==> src/rtl/dmem_arb_pkg.sv <==
// Shared types and constants for the data-memory arbiter.
// Optional build macro: DMEM_ARB_CPU_PRIO_EN (fixed CPU priority instead of round-robin).
package dmem_arb_pkg;

    localparam int unsigned DEFAULT_DW        = 8;
    localparam int unsigned DEFAULT_AW        = 6;
    localparam int unsigned DEFAULT_MAX_BURST = 4;

    // Port identifiers, also the encoding of last_owner and the picker winner
    localparam logic PORT_CPU = 1'b0;
    localparam logic PORT_IO  = 1'b1;

    typedef enum logic [1:0] {
        StIdle   = 2'd0,
        StGntCpu = 2'd1,
        StGntIo  = 2'd2
    } arb_state_e;

    // Grant state that serves the given port
    function automatic arb_state_e grant_state(input logic port);
        return (port == PORT_IO) ? StGntIo : StGntCpu;
    endfunction

endpackage

==> src/rtl/dmem_arbiter_if.sv <==
// Requester-side req/gnt handshake bundle; one instance per arbiter port.
// master = requester (CPU or I/O block), slave = arbiter.
interface dmem_arbiter_if #(
    parameter int unsigned DW = dmem_arb_pkg::DEFAULT_DW,
    parameter int unsigned AW = dmem_arb_pkg::DEFAULT_AW
) ();

    logic          req;
    logic          we;
    logic          lock;
    logic [AW-1:0] addr;
    logic [DW-1:0] wd;
    logic          gnt;
    logic          rvalid;
    logic [DW-1:0] rdata;

    modport master (
        output req, we, lock, addr, wd,
        input  gnt, rvalid, rdata
    );

    modport slave (
        input  req, we, lock, addr, wd,
        output gnt, rvalid, rdata
    );

endinterface

==> src/rtl/rr_pick2.sv <==
// Combinational two-way picker for the data-memory arbiter.
// Default: round-robin, a tie goes to the port that is not last_owner.
// DMEM_ARB_CPU_PRIO_EN defined: CPU always wins a tie, last_owner is ignored.
module rr_pick2 import dmem_arb_pkg::*; (
    input  logic req_cpu,
    input  logic req_io,
    input  logic last_owner,
    output logic winner,
    output logic valid
);

    assign valid = req_cpu | req_io;

`ifdef DMEM_ARB_CPU_PRIO_EN
    logic unused_last_owner;
    assign unused_last_owner = last_owner;

    // Fixed priority: the CPU wins whenever it asks
    always_comb begin
        winner = req_cpu ? PORT_CPU : PORT_IO;
    end
`else
    // Round-robin: single requester wins, tie goes away from last_owner
    always_comb begin
        winner = PORT_CPU;
        if (req_cpu && req_io) begin
            winner = (last_owner == PORT_CPU) ? PORT_IO : PORT_CPU;
        end else if (req_io) begin
            winner = PORT_IO;
        end
    end
`endif

endmodule

==> src/rtl/dmem_arbiter.sv <==
// Shares the single-port data memory between the CPU and the I/O requester.
// Registered grants, optional locked bursts of up to MAX_BURST accesses, read data
// returned one cycle after the transfer edge.
// Build macro DMEM_ARB_CPU_PRIO_EN selects fixed CPU priority (default: round-robin).
module dmem_arbiter import dmem_arb_pkg::*; #(
    parameter int unsigned DW        = DEFAULT_DW,
    parameter int unsigned AW        = DEFAULT_AW,
    parameter int unsigned MAX_BURST = DEFAULT_MAX_BURST
) (
    input  logic            clk,
    input  logic            reset,
    dmem_arbiter_if.slave   cpu,
    dmem_arbiter_if.slave   io,
    output logic            mem_we,
    output logic [AW-1:0]   mem_addr,
    output logic [DW-1:0]   mem_wd,
    input  logic [DW-1:0]   mem_rd
);

    localparam int unsigned BurstW = (MAX_BURST > 1) ? $clog2(MAX_BURST) : 1;
    // Highest burst index; a locked owner may stay only while below it
    localparam logic [BurstW-1:0] BurstLast = BurstW'(MAX_BURST - 1);

    arb_state_e        state_q, state_d;
    logic [BurstW-1:0] burst_cnt_q, burst_cnt_d;
    logic              last_owner_q, last_owner_d;
    logic              cpu_rvalid_q, cpu_rvalid_d;
    logic [DW-1:0]     cpu_rdata_q, cpu_rdata_d;
    logic              io_rvalid_q, io_rvalid_d;
    logic [DW-1:0]     io_rdata_q, io_rdata_d;

    logic              pick_last;
    logic              pick_winner;
    logic              pick_valid;

    // In a grant state the current owner counts as last owner for the exit decision
    assign pick_last = (state_q == StGntCpu) ? PORT_CPU :
                       (state_q == StGntIo)  ? PORT_IO  : last_owner_q;

    rr_pick2 u_pick (
        .req_cpu    (cpu.req),
        .req_io     (io.req),
        .last_owner (pick_last),
        .winner     (pick_winner),
        .valid      (pick_valid)
    );

    assign cpu.gnt    = (state_q == StGntCpu);
    assign io.gnt     = (state_q == StGntIo);
    assign cpu.rvalid = cpu_rvalid_q;
    assign cpu.rdata  = cpu_rdata_q;
    assign io.rvalid  = io_rvalid_q;
    assign io.rdata   = io_rdata_q;

    // Next-state: grant decision, burst counting, read-data capture
    always_comb begin
        state_d      = state_q;
        burst_cnt_d  = burst_cnt_q;
        last_owner_d = last_owner_q;
        cpu_rvalid_d = 1'b0;
        cpu_rdata_d  = cpu_rdata_q;
        io_rvalid_d  = 1'b0;
        io_rdata_d   = io_rdata_q;

        unique case (state_q)
            StIdle: begin
                burst_cnt_d = '0;
                if (pick_valid) begin
                    state_d = grant_state(pick_winner);
                end
            end
            StGntCpu: begin
                last_owner_d = PORT_CPU;
                if (cpu.req && !cpu.we) begin
                    cpu_rvalid_d = 1'b1;
                    cpu_rdata_d  = mem_rd;
                end
                // lock only counts while the owner is actually requesting
                if (cpu.req && cpu.lock && (burst_cnt_q < BurstLast)) begin
                    burst_cnt_d = burst_cnt_q + BurstW'(1);
                end else begin
                    burst_cnt_d = '0;
                    state_d     = io.req ? grant_state(pick_winner) : StIdle;
                end
            end
            StGntIo: begin
                last_owner_d = PORT_IO;
                if (io.req && !io.we) begin
                    io_rvalid_d = 1'b1;
                    io_rdata_d  = mem_rd;
                end
                if (io.req && io.lock && (burst_cnt_q < BurstLast)) begin
                    burst_cnt_d = burst_cnt_q + BurstW'(1);
                end else begin
                    burst_cnt_d = '0;
                    state_d     = cpu.req ? grant_state(pick_winner) : StIdle;
                end
            end
            default: begin
                state_d     = StIdle;
                burst_cnt_d = '0;
            end
        endcase
    end

    // State and response registers, asynchronous active-high reset
    always_ff @(posedge clk or posedge reset) begin
        if (reset) begin
            state_q      <= StIdle;
            burst_cnt_q  <= '0;
            last_owner_q <= PORT_IO;
            cpu_rvalid_q <= 1'b0;
            cpu_rdata_q  <= '0;
            io_rvalid_q  <= 1'b0;
            io_rdata_q   <= '0;
        end else begin
            state_q      <= state_d;
            burst_cnt_q  <= burst_cnt_d;
            last_owner_q <= last_owner_d;
            cpu_rvalid_q <= cpu_rvalid_d;
            cpu_rdata_q  <= cpu_rdata_d;
            io_rvalid_q  <= io_rvalid_d;
            io_rdata_q   <= io_rdata_d;
        end
    end

    // Memory mux; reset forces the bus quiet so an aborted write never commits
    always_comb begin
        mem_we   = 1'b0;
        mem_addr = cpu.addr;
        mem_wd   = cpu.wd;
        if (state_q == StGntIo) begin
            mem_addr = io.addr;
            mem_wd   = io.wd;
            mem_we   = io.req & io.we;
        end else if (state_q == StGntCpu) begin
            mem_we   = cpu.req & cpu.we;
        end
        if (reset) begin
            mem_we   = 1'b0;
            mem_addr = '0;
            mem_wd   = '0;
        end
    end

endmodule

==> src/flat_wrapper.sv <==
// flat-port wrapper written by rule: the top's interface ports become plain ports
module dmem_arbiter_flat import dmem_arb_pkg::*;
#(
    parameter int unsigned DW        = DEFAULT_DW,
    parameter int unsigned AW        = DEFAULT_AW,
    parameter int unsigned MAX_BURST = DEFAULT_MAX_BURST
)
  (clk, reset, mem_we, mem_addr, mem_wd, mem_rd, cpu_req, cpu_we, cpu_lock, cpu_addr, cpu_wd, cpu_gnt, cpu_rvalid, cpu_rdata, io_req, io_we, io_lock, io_addr, io_wd, io_gnt, io_rvalid, io_rdata);
  dmem_arbiter_if #(.DW(DW), .AW(AW)) cpu_i ();
  dmem_arbiter_if #(.DW(DW), .AW(AW)) io_i ();
  input  logic clk;
  input  logic reset;
  output logic mem_we;
  output logic [AW-1:0] mem_addr;
  output logic [DW-1:0] mem_wd;
  input  logic [DW-1:0] mem_rd;
  input wire logic [$bits(cpu_i.req)-1:0] cpu_req;
  input wire logic [$bits(cpu_i.we)-1:0] cpu_we;
  input wire logic [$bits(cpu_i.lock)-1:0] cpu_lock;
  input wire logic [$bits(cpu_i.addr)-1:0] cpu_addr;
  input wire logic [$bits(cpu_i.wd)-1:0] cpu_wd;
  output wire logic [$bits(cpu_i.gnt)-1:0] cpu_gnt;
  output wire logic [$bits(cpu_i.rvalid)-1:0] cpu_rvalid;
  output wire logic [$bits(cpu_i.rdata)-1:0] cpu_rdata;
  input wire logic [$bits(io_i.req)-1:0] io_req;
  input wire logic [$bits(io_i.we)-1:0] io_we;
  input wire logic [$bits(io_i.lock)-1:0] io_lock;
  input wire logic [$bits(io_i.addr)-1:0] io_addr;
  input wire logic [$bits(io_i.wd)-1:0] io_wd;
  output wire logic [$bits(io_i.gnt)-1:0] io_gnt;
  output wire logic [$bits(io_i.rvalid)-1:0] io_rvalid;
  output wire logic [$bits(io_i.rdata)-1:0] io_rdata;
  assign cpu_i.req = cpu_req;
  assign cpu_i.we = cpu_we;
  assign cpu_i.lock = cpu_lock;
  assign cpu_i.addr = cpu_addr;
  assign cpu_i.wd = cpu_wd;
  assign cpu_gnt = cpu_i.gnt;
  assign cpu_rvalid = cpu_i.rvalid;
  assign cpu_rdata = cpu_i.rdata;
  assign io_i.req = io_req;
  assign io_i.we = io_we;
  assign io_i.lock = io_lock;
  assign io_i.addr = io_addr;
  assign io_i.wd = io_wd;
  assign io_gnt = io_i.gnt;
  assign io_rvalid = io_i.rvalid;
  assign io_rdata = io_i.rdata;
  dmem_arbiter #(.DW(DW), .AW(AW), .MAX_BURST(MAX_BURST)) u_core (.clk(clk), .reset(reset), .cpu(cpu_i), .io(io_i), .mem_we(mem_we), .mem_addr(mem_addr), .mem_wd(mem_wd), .mem_rd(mem_rd));
endmodule
==> config.mk <==
export PLATFORM = sky130hd
export DESIGN_NAME = dmem_arbiter_flat
export DESIGN_NICKNAME = d
export VERILOG_FILES = /design/src/rtl/dmem_arb_pkg.sv /design/src/rtl/dmem_arbiter_if.sv /design/src/rtl/rr_pick2.sv /design/src/rtl/dmem_arbiter.sv /design/src/flat_wrapper.sv
export SDC_FILE = /design/constraint.sdc
export NUM_CORES = 1
export LEC_CHECK = 0
export ABC_AREA = 0
export ABC_CLOCK_PERIOD_IN_PS = 4900
export CORE_ASPECT_RATIO = 0.9
export CORE_MARGIN = 5
export CORE_UTILIZATION = 39
export CTS_CLUSTER_DIAMETER = 100
export CTS_CLUSTER_SIZE = 30
export DETAILED_ROUTE_END_ITERATION = 6
export GPL_TIMING_DRIVEN = 0
export PLACE_DENSITY = 0.95
export RECOVER_POWER = 100
export SYNTH_ARGS = -nofsm -noshare
export SYNTH_HDL_FRONTEND = slang
export SYNTH_SLANG_ARGS = --single-unit
==> constraint.sdc <==
create_clock -name clk -period 4.9 [get_ports clk]
set_input_delay 0.98 -clock clk [delete_from_list [all_inputs] [get_ports clk]]
set_output_delay 0.98 -clock clk [all_outputs]
set_load 0.02 [all_outputs]
==> results_dict.tcl, run 1 <==
set metrics [dict create \
    dp.final_hpwl_um 2920 \
    period_share 0.824 \
    worstPathRequired_ns 3.92 \
    status "complete, no violations" \
    synth_top_family_by_area "multiplexers" \
    startpoint_type "flop" \
    slew_headroom 0.437 \
    initial_core_util 0.402 \
    total_power_w 0.000951 \
    crit_arrival_ns 3.06 \
    gp_congestion 0.768 \
    grtUsageMet3 0.0397 \
    rsz0062_at_grt "no" \
    core.rowCount 19 \
    dr.pass1.iters 4 \
    htreeDepth 1 \
    finalCriticalPeriod_ns 4.04 \
    ir_drop_mv 0.373 \
    critPathMaxFanout 10 \
    power.leakage_nw 0.910 \
    clock-sinks 23 \
    first_iter_violations 49 \
    setup-violations-final 0 \
    syn-cell-area_um2 1220 \
    synth_simple_gate_area_frac 0.131 \
    area_growth_pct 68.6 \
    ys_seq_area_frac 0.472 \
    critPathBufInv 4 \
    post-cts-setup-buffers 0 \
    ant_nets 0 \
    fin_worst_skew_ns 0.00658 \
    setup_tns_ns 0 \
    drc 0 \
    syn_inst 104 \
    synth.mux.area_fraction 0.271 \
    io_buffer_count 77 \
    drv_cap 0 \
    synth_compound_area_frac 0.0409 \
    holdBufCountCts 0 \
    grt.overflow.total 0 \
    vias_per_cell 4.81 \
    antenna_found_initial 0 \
    cts_tree "built" \
    cp_cell_sequence "inv_1 > ha_1 > clkbuf_1 > clkbuf_1 > mux2i_1 > nor2_1 > clkdlybuf4s50_1" \
    synth_fa_ha_area_frac 0.0512 \
    die-area_um2 4360 \
    ys_ff_latch 23 \
    wl_per_cell_um 15.4 \
    tightest_slew_ns 0.844 \
    powerDensity_nw_per_um2 461 \
    fillers 247 \
    clockBufferDepth 2 \
    busiest_layer "met2" \
    use_met2 0.318 \
    grt_use_total 0.164 \
    layout-drive-gt1-share 0.130 \
    setup_slack_ns 0.864 \
    post-route-util 0.677 \
    avgSynthCellArea_um2 11.8 \
    hold_class "flop to flop" \
    vias 1091 \
    clock-root-buffer "clkbuf_4" \
    fmaxAchievable_mhz 248 \
    cts.reportedPaths.clkPinSlew_ns 0.13 \
    cts_buffers 3 \
    io_pins 79 \
    die_w_um 69.0 \
    cts_resized 0 \
    die_y_um 63.1 \
    critical_path.endpoint_type "output pin" \
    crit_path_max_incr_delay_ns 0.62 \
    diodes 0 \
    grt_pass1_wl_um 5820 \
    synth_cell_type_count 23 \
    grt_max_degree 24 \
    synthesis.nets 153 \
    crit_top_cell "clkbuf_1" \
    synthXorXnorAreaFrac 0 \
    hold_viol 0 \
    yosys_warnings 0 \
    crit_slowest_cell "clkdlybuf4s50_1" \
    drv_slew 0 \
    dp_slack_ns 1.46 \
    grt_pass1_vias 1212 \
    critPathTopFamily "buffers and inverters" \
    core_um2 3040 \
    nets 235 \
    gr-usage-met1 0.184 \
    insertion_delay_ns 0.32 \
    critPathKind "flop to output pin" \
    wirelength_um 3510 \
]
-- state kept, by name (all words and copies together), names as in the netlist --
name                 count
u_core.burst_cnt_q       2
u_core.cpu.rdata         8
u_core.io.rvalid         1
u_core.io.rdata          8
u_core.last_owner_q      1
u_core.state_q           2
u_core.cpu.rvalid        1
-- synthesized netlist by cell type --
library cell / n / share of area
nand2_1: 1 / 0.0031
ha_1: 5 / 0.051
dfstp_2: 1 / 0.021
nand3b_2: 2 / 0.018
a21oi_1: 3 / 0.012
or2_1: 1 / 0.0051
a211oi_1: 1 / 0.0061
nand3_1: 1 / 0.0041
buf_4: 2 / 0.012
mux2i_1: 14 / 0.11
dfrtp_1: 22 / 0.45
or2b_1: 2 / 0.012
mux2_2: 17 / 0.16
nor2_1: 16 / 0.049
and4b_1: 1 / 0.0082
inv_1: 5 / 0.015
nand3b_1: 1 / 0.0061
clkbuf_1: 2 / 0.0061
nand4b_1: 1 / 0.0072
and3_2: 1 / 0.0061
and4b_4: 1 / 0.011
o32ai_1: 2 / 0.014
o21ai_0: 2 / 0.0082
-- per-layer routing --
metal,up-vias,share of wire
met5,-,0
met1,521,0.39
met3,3,0.048
met4,0,0.0029
met2,33,0.56
li1,534,-
-- worst paths after layout --
kind	start	to	slack, ns	cells after the start
worst min-delay path	u_core.burst_cnt_q[0]$_DFF_PP0_	u_core.burst_cnt_q[0]$_DFF_PP0_	0.45	1
worst max-delay path	u_core.state_q[0]$_DFFE_PP0P_	mem_wd[1]	0.86	7
worst min register to register	u_core.burst_cnt_q[0]$_DFF_PP0_	u_core.burst_cnt_q[0]$_DFF_PP0_	0.45	1
max in group asynchronous	reset	u_core.cpu.rdata[6]$_DFFE_PP0P_	3.20	3
worst max register to register	u_core.state_q[0]$_DFFE_PP0P_	u_core.last_owner_q$_DFFE_PP1P_	2.80	5
min in group asynchronous	reset	u_core.state_q[1]$_DFFE_PP0P_	1.18	3
-- metrics by stage --
stage | area, um2 | hold WS (ns) | std cells
CTS | 2080 | 0.446 | 227
global placement | 2050 | 0.420 | 223
finish | 2060 | 0.450 | 227
detailed placement | 2050 | 0.429 | 223
floorplan | 1220 | 0.408 | 104
global route | 2060 | 0.470 | 227
-- report_power, final --
part	total, W	internal (W)	leakage (nW)	switching, W
sequential	0.000310	0.000270	0.285	0.0000399
clock	0.0000896	0.0000312	0.0139	0.0000585
combinational	0.000551	0.000275	0.612	0.000276
-- cells in the final DEF, fill, tap and decap left out --
cell type / n
ha_1: 5
nand4b_1: 1
dlygate4sd3_1: 28
a21oi_1: 3
mux2i_1: 14
or2b_1: 2
o21ai_0: 2
and4b_4: 1
dfrtp_1: 22
and3_2: 1
dfstp_2: 1
nor2_1: 16
mux2_2: 17
o32ai_1: 2
clkdlybuf4s50_1: 49
clkbuf_1: 4
clkbuf_4: 3
a211oi_1: 1
inv_1: 5
and4b_1: 1
nand3b_1: 3
nand3_1: 1
or2_0: 1
nand2_1: 1
clkinvlp_4: 1
-- layout make-up --
| cell class | count | area [um2] | area share |
|---|---|---|---|
| sequential | 23 | 577 | 0.280 |
| timing repair buffer | 77 | 771 | 0.374 |
| multi-input combinational | 72 | 597 | 0.290 |
| clock buffer | 3 | 22.5 | 0.0109 |
| clock inverter | 1 | 7.51 | 0.00364 |
| buffer | 4 | 15.0 | 0.00729 |
| tap | 42 | 52.6 | 0.0255 |
| inverter | 5 | 18.8 | 0.00911 |
-- kinds of logic after synthesis --
| kind of cell | Yosys count |
|---|---|
| multiplexers | 31 |
| AND/OR/NAND/NOR | 28 |
| buffers and inverters | 9 |
| AO/OA/AOI/OAI | 8 |
| flip-flops | 23 |
| adder cells (fa/ha/maj) | 5 |
Power figures use the tool's default switching activity.
==> inputs of run 2 (changes only) <==
Settings changed: ABC_CLOCK_PERIOD_IN_PS 4900 to 3260, CORE_UTILIZATION 39 to 32, PLACE_DENSITY 0.95 to 0.87.
Clock period 4.9 ns to 3.26 ns, I/O delays scaled along.
==> results_dict.tcl, run 2 (synthesis results as in run 1) <==
set metrics [dict create \
    status "complete, no violations" \
    multi_input_area_um2 597 \
    combPwrFrac 0.564 \
    cts_buffers 3 \
    first_iter_violations 31 \
    critPathMaxFanout 10 \
    final_common_cell "clkdlybuf4s50_1" \
    powerDensity_nw_per_um2 697 \
    p_int_w 0.000909 \
    seqPwrFrac 0.320 \
    finalCriticalPeriod_ns 3.08 \
    cts_tree "built" \
    clock-root-buffer "clkbuf_8" \
    cts_resized 0 \
    insertion_delay_ns 0.26 \
    setup_tns_ns 0 \
    clkPwrFrac 0.115 \
    grt_pass1_vias 1112 \
    power.leakage_nw 0.946 \
    rsz0062_at_grt "no" \
    drv_slew 0 \
    htreeDepth 1 \
    grt_use_total 0.135 \
    fillers 327 \
    die-area_um2 5160 \
    grt.overflow.total 0 \
    worstPathRequired_ns 2.61 \
    drc 0 \
    holdBufCountCts 0 \
    nets 235 \
    initial_core_util 0.330 \
    fmaxAchievable_mhz 325 \
    seq_area_um2 577 \
    cts.reportedPaths.clkPinSlew_ns 0.07 \
    startpoint_type "flop" \
    area_growth_pct 70.8 \
    min_path_cells 1 \
    rr_worst_depth 4 \
    vias 1075 \
    swShare 0.376 \
    setup-violations-final 0 \
    gp_congestion 0.767 \
    final_cells 231 \
    layout-drive-gt1-share 0.135 \
    period_share 0.945 \
    core_um2 3700 \
    wl_per_cell_um 14.5 \
    dr.pass1.iters 4 \
    tightest_slew_ns 0.840 \
    p_sw_w 0.000548 \
    critPathKind "flop to output pin" \
    ir_drop_mv 0.576 \
    place_inst 227 \
    vias_per_cell 4.65 \
    io_buffer_count 77 \
    wirelength_um 3350 \
    grt_max_degree 24 \
    crit_arrival_ns 2.43 \
    dp.final_hpwl_um 2680 \
    post-cts-setup-buffers 0 \
    core.rowCount 21 \
    ant_nets 0 \
    die_y_um 68.6 \
    clockBufferDepth 2 \
    die_w_um 75.2 \
    clock-sinks 23 \
    critical_path.endpoint_type "output pin" \
    diodes 0 \
    grt_pass1_wl_um 5310 \
    antenna_found_initial 0 \
    hold_class "flop to flop" \
    worst-r2r-setup-slack_ns 1.46 \
    fin_hold_ws_ns 0.434 \
    fin_worst_skew_ns 0.00434 \
    final_cell_mix "clkdlybuf4s50_1, dlygate4sd3_1, dfrtp_1" \
    drv_cap 0 \
    slew_headroom 0.439 \
    io_pins 79 \
    hold_viol 0 \
    post-route-util 0.564 \
]
-- run 2: cell count changes in the layout (fill, tap and decap cells not counted) --
cell and delta:
buf_4 +2, clkinvlp_4 -1, clkbuf_8 +3, clkbuf_1 -1, dlygate4sd3_1 +9, clkdlybuf4s50_1 -9
clkbuf_4 -3
-- run 2: path summary, 6_finish.rpt --
kind / startpoint / end
worst max register to register: u_core.state_q[1]$_DFFE_PP0P_ / u_core.cpu.rdata[6]$_DFFE_PP0P_
worst max-delay path: u_core.state_q[0]$_DFFE_PP0P_ / mem_addr[2]
worst min-delay path: u_core.burst_cnt_q[0]$_DFF_PP0_ / u_core.burst_cnt_q[0]$_DFF_PP0_
max in group asynchronous: reset / u_core.io.rdata[2]$_DFFE_PP0P_
min in group asynchronous: reset / u_core.cpu.rdata[4]$_DFFE_PP0P_
worst min register to register: u_core.burst_cnt_q[0]$_DFF_PP0_ / u_core.burst_cnt_q[0]$_DFF_PP0_
-- run 2: through the flow --
step | worst slack, ns | cell area, um2 | total power [W]
global placement | 0.465 | 2050 | 0.00134
finish | 0.180 | 2090 | 0.00146
floorplan | 0.947 | 1220 | 0.000957
detailed placement | 0.490 | 2050 | 0.00136
global route | 0.0384 | 2090 | 0.00156
CTS | 0.223 | 2100 | 0.00154
-- run 2: worst max-delay path, stage by stage (launching register included) --
cell and delay, ns:
dfrtp_1 0.41, inv_1 0.12, ha_1 0.24, buf_4 0.22
buf_4 0.23, mux2i_1 0.24, nor2_1 0.05, dlygate4sd3_1 0.67
-- run 2: area by class of cell --
cell class	count	area share
inverter	5	0.00899
clock buffer	4	0.0216
timing repair buffer	77	0.369
sequential	23	0.276
tap	46	0.0276
multi-input combinational	72	0.286
buffer	4	0.0108
-- run 2: metal layers --
metal	GRT usage	share of wire
met5	0	0
met4	0.0153	0.0072
met3	0.0435	0.075
met2	0.229	0.48
met1	0.174	0.43
-- run 2: power by group through the flow --
stage	combinational, W	sequential, W	clock [W]
5_1_grt	0.000884	0.000482	0.000193
2_1_floorplan	0.000361	0.000596	0
3_5_place_dp	0.000888	0.000473	0
4_1_cts	0.000890	0.000472	0.000181
6_report	0.000822	0.000466	0.000168
3_3_place_gp	0.000873	0.000470	0
==> edit (flow settings as in run 2) <==
Build with the macro `DMEM_ARB_CPU_PRIO_EN` defined.
--- a/src/rtl/rr_pick2.sv
+++ b/src/rtl/rr_pick2.sv
@@ -1,6 +1,8 @@
 // Combinational two-way picker for the data-memory arbiter.
 // Default: round-robin, a tie goes to the port that is not last_owner.
 // DMEM_ARB_CPU_PRIO_EN defined: CPU always wins a tie, last_owner is ignored.
+`define DMEM_ARB_CPU_PRIO_EN
+
 module rr_pick2 import dmem_arb_pkg::*; (
     input  logic req_cpu,
     input  logic req_io,
Formal check against the unedited RTL: not equivalent (a bounded check fails within 4 cycles, from zero or initial values and one cycle with reset high).
==> edit against run 2 <==
  * Wire length decreased by 0.30%
  * Sequential power decreased by 4%
  * Design area decreased by 2.9%
  * First-iteration DRC count increased by 13%
  * Global-route usage increased by 0.19 points
  * Worst hold slack improved by 0.064 ns
  * Sequential cell count decreased by 1
  * Clock power decreased by 4%
  * Power decreased by 4.3%
  * Area after synthesis decreased by 2.5%
  * Setup slack improved by 0.035 ns
  * Core utilization decreased by 0.83 points
  * Count of clock-buffer cells in the layout decreased by 1
==> edit: results (changes against run 2) <==
[status]
status=finished, final reports clean

[routing]
drt_first_iter_violations=35  ; +13%
average_detailed_routed_wire_length_per_instance_um=14.7  ; +1.5%
num_vias=1019  ; -5.2%

[worst_setup_path]
timing.reg2reg.worst_path_depth=7  ; +3
cp.arrival_ns=2.39  ; -0.04 ns

[global_route]
grt_pass1_wl_um=5260  ; -1.1%
groute.usage.overall_pct=13.7  ; +0.19 points
grt_max_degree=23  ; -4.2%
grt_antenna_before_repair=0  ; unchanged
vias_in_the_first_global_route=1077  ; -3.1%

[placement]
post-dp-hpwl_um=2760  ; +3.3%
place_congestion=0.814  ; +6.1%
buffer_ports.inserted=77  ; unchanged

[final_layout]
layout.filler_cells=343  ; +4.9%
drive_gt1_share_pct=7.73  ; -5.8 points
finish.net_count=232  ; -1.3%

[pwr]
p_leak_nw=0.918  ; -3.0%
vdd.ir_drop.worst_mv=0.412  ; -29%

[clock_network]
cts-resized-gates=0  ; unchanged
clkLatencyLatePin_ns=0.25

[logic_synthesis]
synth.net_count=150  ; -2.0%
register_area_share_after_synthesis_pct=46.2  ; -1.0 points
synthTopCellsByArea=sky130_fd_sc_hd__dfrtp_1, sky130_fd_sc_hd__mux2i_1, sky130_fd_sc_hd__mux2_2
synth.distinct_cells=25  ; +8.7%
synth_common_cells=sky130_fd_sc_hd__dfrtp_1, sky130_fd_sc_hd__mux2i_1, sky130_fd_sc_hd__nor2_1

[sta]
tightest_slew_ns=0.829  ; -0.0116 ns
worst_clock_skew_ns=0.00122  ; -0.00311 ns

==> edit: worst paths after layout <==
kind	start	end	slack, ns
worst max-delay path	u_core.state_q[0]$_DFFE_PP0P_	mem_addr[2]	0.22
worst min-delay path	u_core.cpu.rdata[1]$_DFFE_PP0P_	u_core.cpu.rdata[1]$_DFFE_PP0P_	0.50
worst max register to register	u_core.state_q[1]$_DFFE_PP0P_	u_core.cpu.rdata[5]$_DFFE_PP0P_	1.38
worst min register to register	u_core.cpu.rdata[1]$_DFFE_PP0P_	u_core.cpu.rdata[1]$_DFFE_PP0P_	0.50
max in group asynchronous	reset	u_core.io.rdata[1]$_DFFE_PP0P_	1.79
min in group asynchronous	reset	u_core.cpu.rdata[6]$_DFFE_PP0P_	0.96
==> edit: area by class of cell <==
class / instances / area, sq um / share of cell area [%]
Multi-Input combinational cell: 67 / 558 / 27.5
Sequential cell: 22 / 551 / 27.1
Buffer: 5 / 23.8 / 1.17
Clock buffer: 3 / 41.3 / 2.04
Timing Repair Buffer: 77 / 771 / 38.0
Tap cell: 46 / 57.6 / 2.84
Inverter: 7 / 26.3 / 1.30
==> edit: stage by stage <==
step / instances / power, mW / setup slack (ns) / area [sq um]
2_1_floorplan: 101 / 0.939 / 0.937 / 1190
3_3_place_gp: 224 / 1.32 / 0.476 / 2020
3_5_place_dp: 224 / 1.34 / 0.430 / 2020
4_1_cts: 227 / 1.51 / 0.272 / 2060
5_1_grt: 227 / 1.50 / 0.0916 / 2030
6_report: 227 / 1.39 / 0.216 / 2030
==> edit: report_power, final <==
group | switching [mW] | internal [mW] | total (mW)
Sequential | 0.0604 | 0.388 | 0.448
Combinational | 0.396 | 0.389 | 0.786
Clock | 0.0785 | 0.0821 | 0.161
==> edit: cell families (layout without fill, tap and decap cells) <==
logic type	count (synthesis)	after routing	synth area share (%)
muxes	32	32	30.6
and+or+nand+nor	26	26	11.1
DFF	22	22	46.2
buffers and inverters	12	92	4.83
adders and majority gates	5	5	5.25
AOI/OAI and AO/OA	4	4	1.99
==> edit: per-layer routing <==
layer  routed length [um]  GRT usage [%]  up-vias
met5                    0              0        -
met4                    0          0.667        0
met3                  116           3.67        0
met2                 1810           24.9       21
met1                 1410           17.1      493
li1                     -              -      505
==> edit: worst max-delay path, stage by stage, from the launching register on <==
cell	delay [ns]
sky130_fd_sc_hd__dfrtp_1	0.42
sky130_fd_sc_hd__inv_1	0.09
sky130_fd_sc_hd__ha_1	0.16
sky130_fd_sc_hd__buf_4	0.18
sky130_fd_sc_hd__clkbuf_2	0.32
sky130_fd_sc_hd__mux2i_1	0.24
sky130_fd_sc_hd__nor2_1	0.05
sky130_fd_sc_hd__dlygate4sd3_1	0.67
